File: src/rtl/conv_psum_gen.sv
// conv_psum_gen: accumulates KSIZE*KSIZE signed pixel*weight products per output position and
// emits {load_mem, addr, sat16(acc>>>FRAC_BITS)} words. Optional ReLU via `define CONV_PSUM_RELU_EN.
module conv_psum_gen #(
  parameter int unsigned KSIZE     = 3,
  parameter int unsigned FRAC_BITS = 8,
  parameter int unsigned ADDR_STEP = 1
) (
  input  logic        clk,
  input  logic        rst,
  input  logic        start,
  input  logic [31:0] base_addr,
  input  logic [9:0]  out_cols,
  input  logic [9:0]  out_rows,
  input  logic [31:0] row_pitch,
  input  logic        load_mem,
  input  logic        in_valid,
  input  logic [15:0] in_pix,
  input  logic [15:0] in_wgt,
  output logic        in_ready,
  input  logic        STALL,
  output logic        output_valid,
  output logic [48:0] output_value,
  output logic        busy,
  output logic        done
);

  localparam int unsigned TAPS   = KSIZE * KSIZE;
  localparam int unsigned TAP_W  = $clog2(TAPS + 1);
  localparam int unsigned DIM_W  = 10;
  localparam int unsigned ADDR_W = 32;
  localparam int unsigned DATA_W = 16;
  localparam int unsigned ACC_W  = 32;
  localparam int unsigned WORD_W = 49;

  typedef enum logic [1:0] {S_IDLE, S_ACC, S_EMIT, S_DONE} state_t;

  state_t                  state_q, state_d;
  logic [TAP_W-1:0]        tap_q, tap_d;
  logic signed [ACC_W-1:0] acc_q, acc_d;
  logic [DIM_W-1:0]        col_q, col_d, row_q, row_d;
  logic [DIM_W-1:0]        cols_q, cols_d, rows_q, rows_d;
  logic [ADDR_W-1:0]       cur_addr_q, cur_addr_d, row_addr_q, row_addr_d;
  logic [ADDR_W-1:0]       pitch_q, pitch_d;
  logic                    load_q, load_d;
  logic                    in_ready_q, in_ready_d;
  logic                    output_valid_q, output_valid_d;
  logic [WORD_W-1:0]       output_value_q, output_value_d;
  logic                    busy_q, busy_d;
  logic                    done_q, done_d;

  logic signed [ACC_W-1:0] pix_ext, wgt_ext, prod_c;
  logic [DATA_W-1:0]       data_c;
  logic                    last_col_c, last_row_c;

  // Scale and clamp the accumulator to a signed 16-bit result.
  function automatic logic [DATA_W-1:0] sat16(input logic signed [ACC_W-1:0] a);
    logic signed [ACC_W-1:0] s;
`ifdef CONV_PSUM_RELU_EN
    s = a[ACC_W-1] ? '0 : (a >>> FRAC_BITS);
`else
    s = a >>> FRAC_BITS;
`endif
    if (s > $signed(32'h0000_7FFF))
      return 16'h7FFF;
    else if (s < $signed(32'hFFFF_8000))
      return 16'h8000;
    else
      return s[DATA_W-1:0];
  endfunction

  always_comb begin
    pix_ext = {{(ACC_W-DATA_W){in_pix[DATA_W-1]}}, in_pix};
    wgt_ext = {{(ACC_W-DATA_W){in_wgt[DATA_W-1]}}, in_wgt};
    prod_c  = pix_ext * wgt_ext;
    data_c  = sat16(acc_q);
  end

  // Next-state and registered-output logic.
  always_comb begin
    state_d        = state_q;
    tap_d          = tap_q;
    acc_d          = acc_q;
    col_d          = col_q;
    row_d          = row_q;
    cols_d         = cols_q;
    rows_d         = rows_q;
    cur_addr_d     = cur_addr_q;
    row_addr_d     = row_addr_q;
    pitch_d        = pitch_q;
    load_d         = load_q;
    output_valid_d = 1'b0;
    output_value_d = output_value_q;
    done_d         = 1'b0;
    last_col_c     = (col_q == cols_q - DIM_W'(1));
    last_row_c     = (row_q == rows_q - DIM_W'(1));

    unique case (state_q)
      S_IDLE: begin
        if (start) begin
          cols_d     = out_cols;
          rows_d     = out_rows;
          pitch_d    = row_pitch;
          load_d     = load_mem;
          cur_addr_d = base_addr;
          row_addr_d = base_addr;
          col_d      = '0;
          row_d      = '0;
          acc_d      = '0;
          tap_d      = '0;
          state_d    = S_ACC;
        end
      end
      S_ACC: begin
        if (in_valid && in_ready_q) begin
          acc_d = acc_q + prod_c;
          tap_d = tap_q + TAP_W'(1);
          if (tap_q == TAP_W'(TAPS - 1)) state_d = S_EMIT;
        end
      end
      S_EMIT: begin
        if (!STALL) begin
          output_valid_d = 1'b1;
          output_value_d = {load_q, cur_addr_q, data_c};
          acc_d          = '0;
          tap_d          = '0;
          if (last_col_c) begin
            col_d      = '0;
            row_d      = row_q + DIM_W'(1);
            row_addr_d = row_addr_q + pitch_q;
            cur_addr_d = row_addr_q + pitch_q;
          end else begin
            col_d      = col_q + DIM_W'(1);
            cur_addr_d = cur_addr_q + ADDR_W'(ADDR_STEP);
          end
          state_d = (last_col_c && last_row_c) ? S_DONE : S_ACC;
        end
      end
      S_DONE: begin
        done_d  = 1'b1;
        state_d = S_IDLE;
      end
      default: state_d = S_IDLE;
    endcase

    in_ready_d = (state_d == S_ACC);
    busy_d     = (state_d != S_IDLE);
  end

  always_ff @(posedge clk) begin
    if (!rst) begin
      state_q        <= S_IDLE;
      tap_q          <= '0;
      acc_q          <= '0;
      col_q          <= '0;
      row_q          <= '0;
      cols_q         <= '0;
      rows_q         <= '0;
      cur_addr_q     <= '0;
      row_addr_q     <= '0;
      pitch_q        <= '0;
      load_q         <= 1'b0;
      in_ready_q     <= 1'b0;
      output_valid_q <= 1'b0;
      output_value_q <= '0;
      busy_q         <= 1'b0;
      done_q         <= 1'b0;
    end else begin
      state_q        <= state_d;
      tap_q          <= tap_d;
      acc_q          <= acc_d;
      col_q          <= col_d;
      row_q          <= row_d;
      cols_q         <= cols_d;
      rows_q         <= rows_d;
      cur_addr_q     <= cur_addr_d;
      row_addr_q     <= row_addr_d;
      pitch_q        <= pitch_d;
      load_q         <= load_d;
      in_ready_q     <= in_ready_d;
      output_valid_q <= output_valid_d;
      output_value_q <= output_value_d;
      busy_q         <= busy_d;
      done_q         <= done_d;
    end
  end

  assign in_ready     = in_ready_q;
  assign output_valid = output_valid_q;
  assign output_value = output_value_q;
  assign busy         = busy_q;
  assign done         = done_q;

endmodule

File: config.mk
export PLATFORM = sky130hd
export DESIGN_NAME = conv_psum_gen
export DESIGN_NICKNAME = d
export VERILOG_FILES = /design/src/rtl/conv_psum_gen.sv
export SDC_FILE = /design/constraint.sdc
export NUM_CORES = 1
export LEC_CHECK = 0
export CORE_MARGIN = 4
export CORE_UTILIZATION = 65
export DETAILED_ROUTE_END_ITERATION = 10
export PLACE_DENSITY = 0.88
export SLEW_MARGIN = 20
export SYNTH_ARGS = -nofsm -noshare
export SYNTH_HDL_FRONTEND = slang
export SYNTH_SLANG_ARGS = --single-unit
File: constraint.sdc
create_clock -name clk -period 21.7 [get_ports clk]
set_clock_uncertainty 0.05 [all_clocks]
set_input_delay 6.51 -clock clk [delete_from_list [all_inputs] [get_ports clk]]
set_output_delay 6.51 -clock clk [all_outputs]
set_load 0.005 [all_outputs]
---- After elaboration in Yosys (flattened, before gate mapping) ----
Index checks and enable logic that the tools add are counted.
Widths: inputs -> output; s select.
operators by class
  reduce and logical (&&, ||, !) cells .... 12
  add/subtract/negate cells ............... 8
  div/mod/pow operators ................... 0
  equal/unequal tests ..................... 11
  magnitude comparators ................... 2
  shift operators ......................... 0
  bitwise gates (word level) .............. 1
  multiply operators ...................... 1
  multiplexer cells ....................... 32
operators with widths
  operator               number
  $mux 32                8
  $pmux 32 s2            2
  $pmux 32 s3            1
  $add 32x32->32         2
  $mux 10                5
  $pmux 10 s2            2
  $add 32x1->32 const B  1
  $mul 16x16->32         1
  $mux 16                2
  $gt 24x16->1 const B   1
  $lt 24x16->1 const B   1
  $add 10x1->10 const B  2
  $eq 10x10->1           2
  $sub 10x1->10 const B  2
  $mux 4                 3
  $pmux 4 s3             1
  $mux 2                 5
  $ne 2x2->1 const B     4
  $pmux 2 s4             1
  $reduce_and 4->1       2
  $reduce_and 2->1       3
  $add 4x1->4 const B    1
  $eq 2x1->1 const B     2
  $eq 2x2->1 const B     2
  8 further kinds        11
word-level totals
  memories kept ........................... 0
  flip-flop bits (word level) ............. 228
  memory bits (writable) .................. 0
  latch bits .............................. 0
  bits of input ports ..................... 122
  bits in read-only memories .............. 0

---- Logic depth before layout (Yosys ltp) ----
  depth after elaboration ................. 7
  mapped depth ............................ 25
  gate-level depth less buffers ........... 24

---- Worst setup path before layout ----
No wires, ideal clock.
  path kind ............................... input to register
  start point ............................. in in_pix[15]
  end point ............................... reg acc_q[30]
  cell stages on the path ................. 24
  arrival time ............................ 12,027 ps
  setup time .............................. 117 ps
  required time ........................... 21,533 ps
  path buffers ............................ 1
  setup slack ............................. 9,506 ps
  cells stage by stage .................... clkbuf_1 > nand2_1 > inv_1 > fa_1 > fa_1 > inv_1 > fa_1 > inv_1 > fa_1 > fa_1 > inv_1 > fa_1 > inv_1 > ha_1 > a21oi_1 > nor2b_1 > nand3_1 > a211oi_1 > nor2_1 > o21ai_0 > a21oi_1 > o31ai_1 > xnor2_1 > a32o_1
between the ends
  cells in the longest elaborated chain, start to end .. 4
ends and longest elaborated chain
  what                  line  source
  from (decl)           17    input logic [15:0] in_pix,
  $mul 16x16->32        74    prod_c = pix_ext * wgt_ext;
  $add 32x32->32        115   acc_d = acc_q + prod_c;
  $mux 32               114   if (in_valid && in_ready_q) begin
  $pmux 32 s3           97    unique case (state_q)
  to (signal assigned)  153   acc_q <= '0;
  to (signal assigned)  170   acc_q <= acc_d;
  to (decl)             39    logic signed [ACC_W-1:0] acc_q, acc_d;
No other way between the ends. The select of a mux whose other input is x is not followed.
A chain may end at the register's enable or synchronous reset.

---- Worst setup path after layout ----
  start point ............................. in in_pix[8]
  end point ............................... reg acc_q[29]
Same word-level chain as after synthesis.

==> impl.org <==
** Run status
- The run finished with clean final reports.

** Clock tree
- Number of buffers inserted during clock tree synthesis :: 22
- Root buffer cell :: clkbuf_16
- No sink is reached through more buffers than the 3 on the longest clock path.
- Once the clock tree was built, the setup fixing pass inserted 0 buffers.
- After clock tree synthesis, the clock-pin slew on the worst setup and hold paths is 0.06 ns.
- TritonCTS built the clock tree.
- Post-CTS repair changed the size of 0 cells.
- Clk_lat worst skew :: 0.52 ns
- For this design, the sink count on the clock tree is 228.
- H-tree Lvls :: 1
- The number of hold buffers added after CTS was 0.

** Power
- Combinational share of power :: 0.782
- Switch Pwr :: 2.11 mW
- Across the VDD grid, the largest voltage drop is 0.213 mV.
- For this design the ratio of total power to cell area is 167 nW/um^2.
- After layout, the design draws a total of 4.20 mW.
- Of the total power, registers draw 0.116.
- Internal portion of total power :: 2.09 mW
- Of the total power, the clock network draws 0.102.
- Leakage power summed over all cells :: 11.4 nW
- Of the total power, the share spent switching nets is 0.502.

** Worst setup path
- In this run the register-to-register setup slack is 16.03 ns.
- Top fanout value on the critical path :: 16
- Data arrives at the worst endpoint at 13.37 ns.
- The worst setup path is captured at a flop.
- At the worst endpoint, the required time is 22.05 ns.
- Path depth of the worst reg2reg path :: 18
- The setup path with the least slack is of type primary input to flop.
- Crit path to :: acc_q[29]$_SDFFE_PN0P_
- Source of the critical timing path :: in_pix[8]
- Critical path startpoint category :: primary input
- In this run the critical register-to-register path is captured at acc_q[29]$_SDFFE_PN0P_.
- The startpoint identified for the worst register-to-register timing path is acc_q[10]$_SDFFE_PN0P_.

** Cells and area
- The multi-input combinational cells in the finished layout cover a total of 16100 um^2.
- Share of cells above drive strength 1 :: 0.0281
- Filler Cells Inserted :: 2365
- The area growth from synthesis to layout is 12.4%.
- 0 antenna diodes ended up in the layout.
- Number of nets in the final layout :: 3281
- Registers take 4560 um^2.

** Routing
- In the routed layout, each cell is associated on average with a via count of 5.90.
- For this block, the routed nets add up to 57500 um of wire.
- First-pass detailed-route iteration total :: 6
- In this run, the number of DRC markers left after iteration 0 of detailed routing was 1581.
- In the final routed layout, each cell accounts on average for 18.0 um.
- Count of antenna-violating nets left after detailed routing :: 0
- Summing over every cut layer, the via total after detailed routing is 18845.
- After detailed routing, the number of remaining DRC violations is 0.

** STA
- The total count of hold-check failures in the final report is 0.
- Summed over all failing endpoints, the final setup total negative slack is 0 ns.
- Final max-slew violation count :: 0
- Final critical delay including setup and external delays :: 13.02 ns
- Achievable Freq :: 0.0768 GHz
- Setup violations remaining at the end of the flow were counted as 0.
- Slew at the pin closest to its max-slew limit :: 0.982 ns
- Setup repair after global routing left no endpoint under its margin.
- The worst pin sits at a relative slew slack of 0.345.
- Dividing the final minimum period by the clock period gives 0.600.

** Global routing
- First-pass GRT wire length :: 96600 um
- Entering global routing, the biggest net connects 111 pins.
- In the global route stage, overall resource usage came out at 0.303.
- The number of antenna violations at the first check in global routing came to 0.
- The via count of the first global-routing pass was 19434.
- Global-route congestion overflow total :: 0

** Die
- Floorplan die area :: 37500 um^2
- Die outline width :: 194 um
- Die extent in y :: 194 um
- Top Ports :: 175
- The core region is 33800 um^2.
- Standard-cell rows :: 67
- The initial utilization of the core area, before any placement, comes to 0.664.

** Synth
- EDFF count, synth :: 0
- Yosys printed 0 warnings.
- After synthesis, the netlist uses 73 different library cells.
- Synthesized area per cell :: 8.48 um^2
- Share of async-settable or async-resettable flops after synthesis :: 0
- Number of nets produced by synthesis :: 3195
- Mapped cell area :: 22400 um^2
- Among all flip-flop cells after synthesis, the most frequent one is dfxtp_1.
- Portion of the post-synthesis area used by sequential elements :: 0.203
- Gate Count Post-Synth :: 2644
- Synthesis inferred 228 register bits.

** Run
- Max-cap violations in this run came to 0.

** Place
- In this run the tool buffered the top-level ports with 174 buffer cells.
- Post-detail-place hpwl :: 44800 um
- Global placer's final weighted congestion :: 0.982

** Min path
- In this run the worst hold path is classified as flop to flop.
## cell families after synthesis
family	after synthesis	synth area share
AND/OR/NAND/NOR	927	0.192
buffers and inverters	483	0.0823
AO/OA/AOI/OAI	465	0.141
adder cells (fa/ha/maj)	429	0.337
flip-flops	228	0.203
XOR/XNOR	110	0.0436
multiplexers	2	0.000892
## cells in the final DEF (no fill, tap or decap), drive strengths merged, types with 4 or more instances in the layout
cell type      count
bufinv             4
a211oi            14
xnor2             59
clkdlybuf4s50    173
o22ai              7
nor2b             13
o221ai             9
a31oi             14
xor2              50
o21bai             8
nor3              24
o211a              5
ha               136
dfxtp            228
a21oi             82
o31ai              4
fa               293
o21a              11
buf               13
inv              359
a21o              23
a311oi            14
o211ai            29
and3              23
nand4             30
a41oi              5
nand2            430
and2             148
nor2             141
clkbuf            32
or3                6
and4               5
nor4               6
o21ai             90
a21boi           119
or2               10
nand3             68
nand2b            14
## power by group through the flow
stage               Combinational, mW  Clock [mW]  Sequential [mW]
finish                           3.28       0.430            0.486
global route                     3.68       0.450            0.489
detailed placement               3.20           0            0.492
global placement                 3.08           0            0.492
floorplan                        2.46           0            0.479
CTS                              3.25       0.433            0.483
## area by class of cell
class,count,area share
clock buffer,32,0.0270
clock inverter,6,0.00571
inverter,359,0.0535
multi-input combinational,1933,0.637
sequential,228,0.181
tap,448,0.0222
timing repair buffer,186,0.0734
## how the worst min path moves through the flow
stage / from / endpoint / slack [ns] / cells past startpoint
6_report: output_value[31]$_SDFFE_PN0P_ / output_value[31]$_SDFFE_PN0P_ / 0.41 / 2
2_1_floorplan: load_q$_SDFFE_PN0P_ / output_value[48]$_SDFFE_PN0P_ / 0.39 / 2
3_5_place_dp: output_value[19]$_SDFFE_PN0P_ / output_value[19]$_SDFFE_PN0P_ / 0.41 / 2
3_3_place_gp: output_value[4]$_SDFFE_PN0P_ / output_value[4]$_SDFFE_PN0P_ / 0.40 / 2
5_1_grt: output_value[22]$_SDFFE_PN0P_ / output_value[22]$_SDFFE_PN0P_ / 0.44 / 2
4_1_cts: output_value[22]$_SDFFE_PN0P_ / output_value[22]$_SDFFE_PN0P_ / 0.42 / 2
## synthesized netlist by cell type, types with 10 or more instances
master    count  area [um^2]
nor2_1      141          529
fa_1        293         5870
xor2_1       50          438
nand4_1      30          188
or2_2        10         62.6
o211ai_1     29          218
xnor2_1      59          517
a21o_1       23          173
nor2b_1      13         81.3
ha_1        136         1700
o21ai_0      86          430
a21boi_0    119          893
clkbuf_1    107          402
and2_1      147          920
a31oi_1      14         87.6
a21oi_1      81          405
nand2_1     430         1610
a211oi_1     14          105
and3_1       23          144
dfxtp_1     228         4560
nand3_1      68          340
nand2b_1     14         87.6
nor3_1       23          115
o21a_1       11         82.6
a311oi_1     14          123
inv_1       359         1350
## stage by stage
step	worst slack [ns]	area [um^2]	utilization	cells	hold WS [ns]
2_1_floorplan	9.51	22400	-	2644	0.391
3_3_place_gp	8.47	24400	0.721	3153	0.404
3_5_place_dp	8.24	24400	0.721	3153	0.409
4_1_cts	8.75	25200	0.745	3191	0.419
5_1_grt	8.40	25200	0.746	3192	0.439
6_report	8.68	25200	0.746	3192	0.415
## critical path, stage by stage
cell             delay, ns
clkdlybuf4s50_1       0.77
and2_1                0.37
fa_1                  0.53
inv_1                 0.05
fa_1                  0.47
fa_1                  0.53
inv_1                 0.06
fa_1                  0.50
fa_1                  0.52
inv_1                 0.06
fa_1                  0.48
inv_1                 0.05
ha_1                  0.36
a21oi_1               0.19
a2bb2oi_1             0.26
a21oi_1               0.09
a211o_1               0.30
a21oi_1               0.26
o31a_1                0.25
o21ai_0               0.19
o22ai_1               0.20
nor4b_1               0.08
a221o_1               0.28
## sequential cells by signal, indices dropped and copies added (netlist names)
register and flops:
load_q 1, col_q 10, rows_q 10, cols_q 10, done 1, busy 1
cur_addr_q 32, in_ready 1, output_valid 1, state_q 2, tap_q 4, row_q 10
acc_q 32, row_addr_q 32, output_value 49, pitch_q 32
## layer usage
layer  global-route usage  vias to the layer above  part of all wire
met5                    0                        -                 0
met4               0.0847                        0             0.027
met3               0.0481                      140             0.081
met2                0.524                      897              0.49
met1                0.400                     9106              0.40
li1                     -                     8702                 -
(Power assumes the default switching activity.)
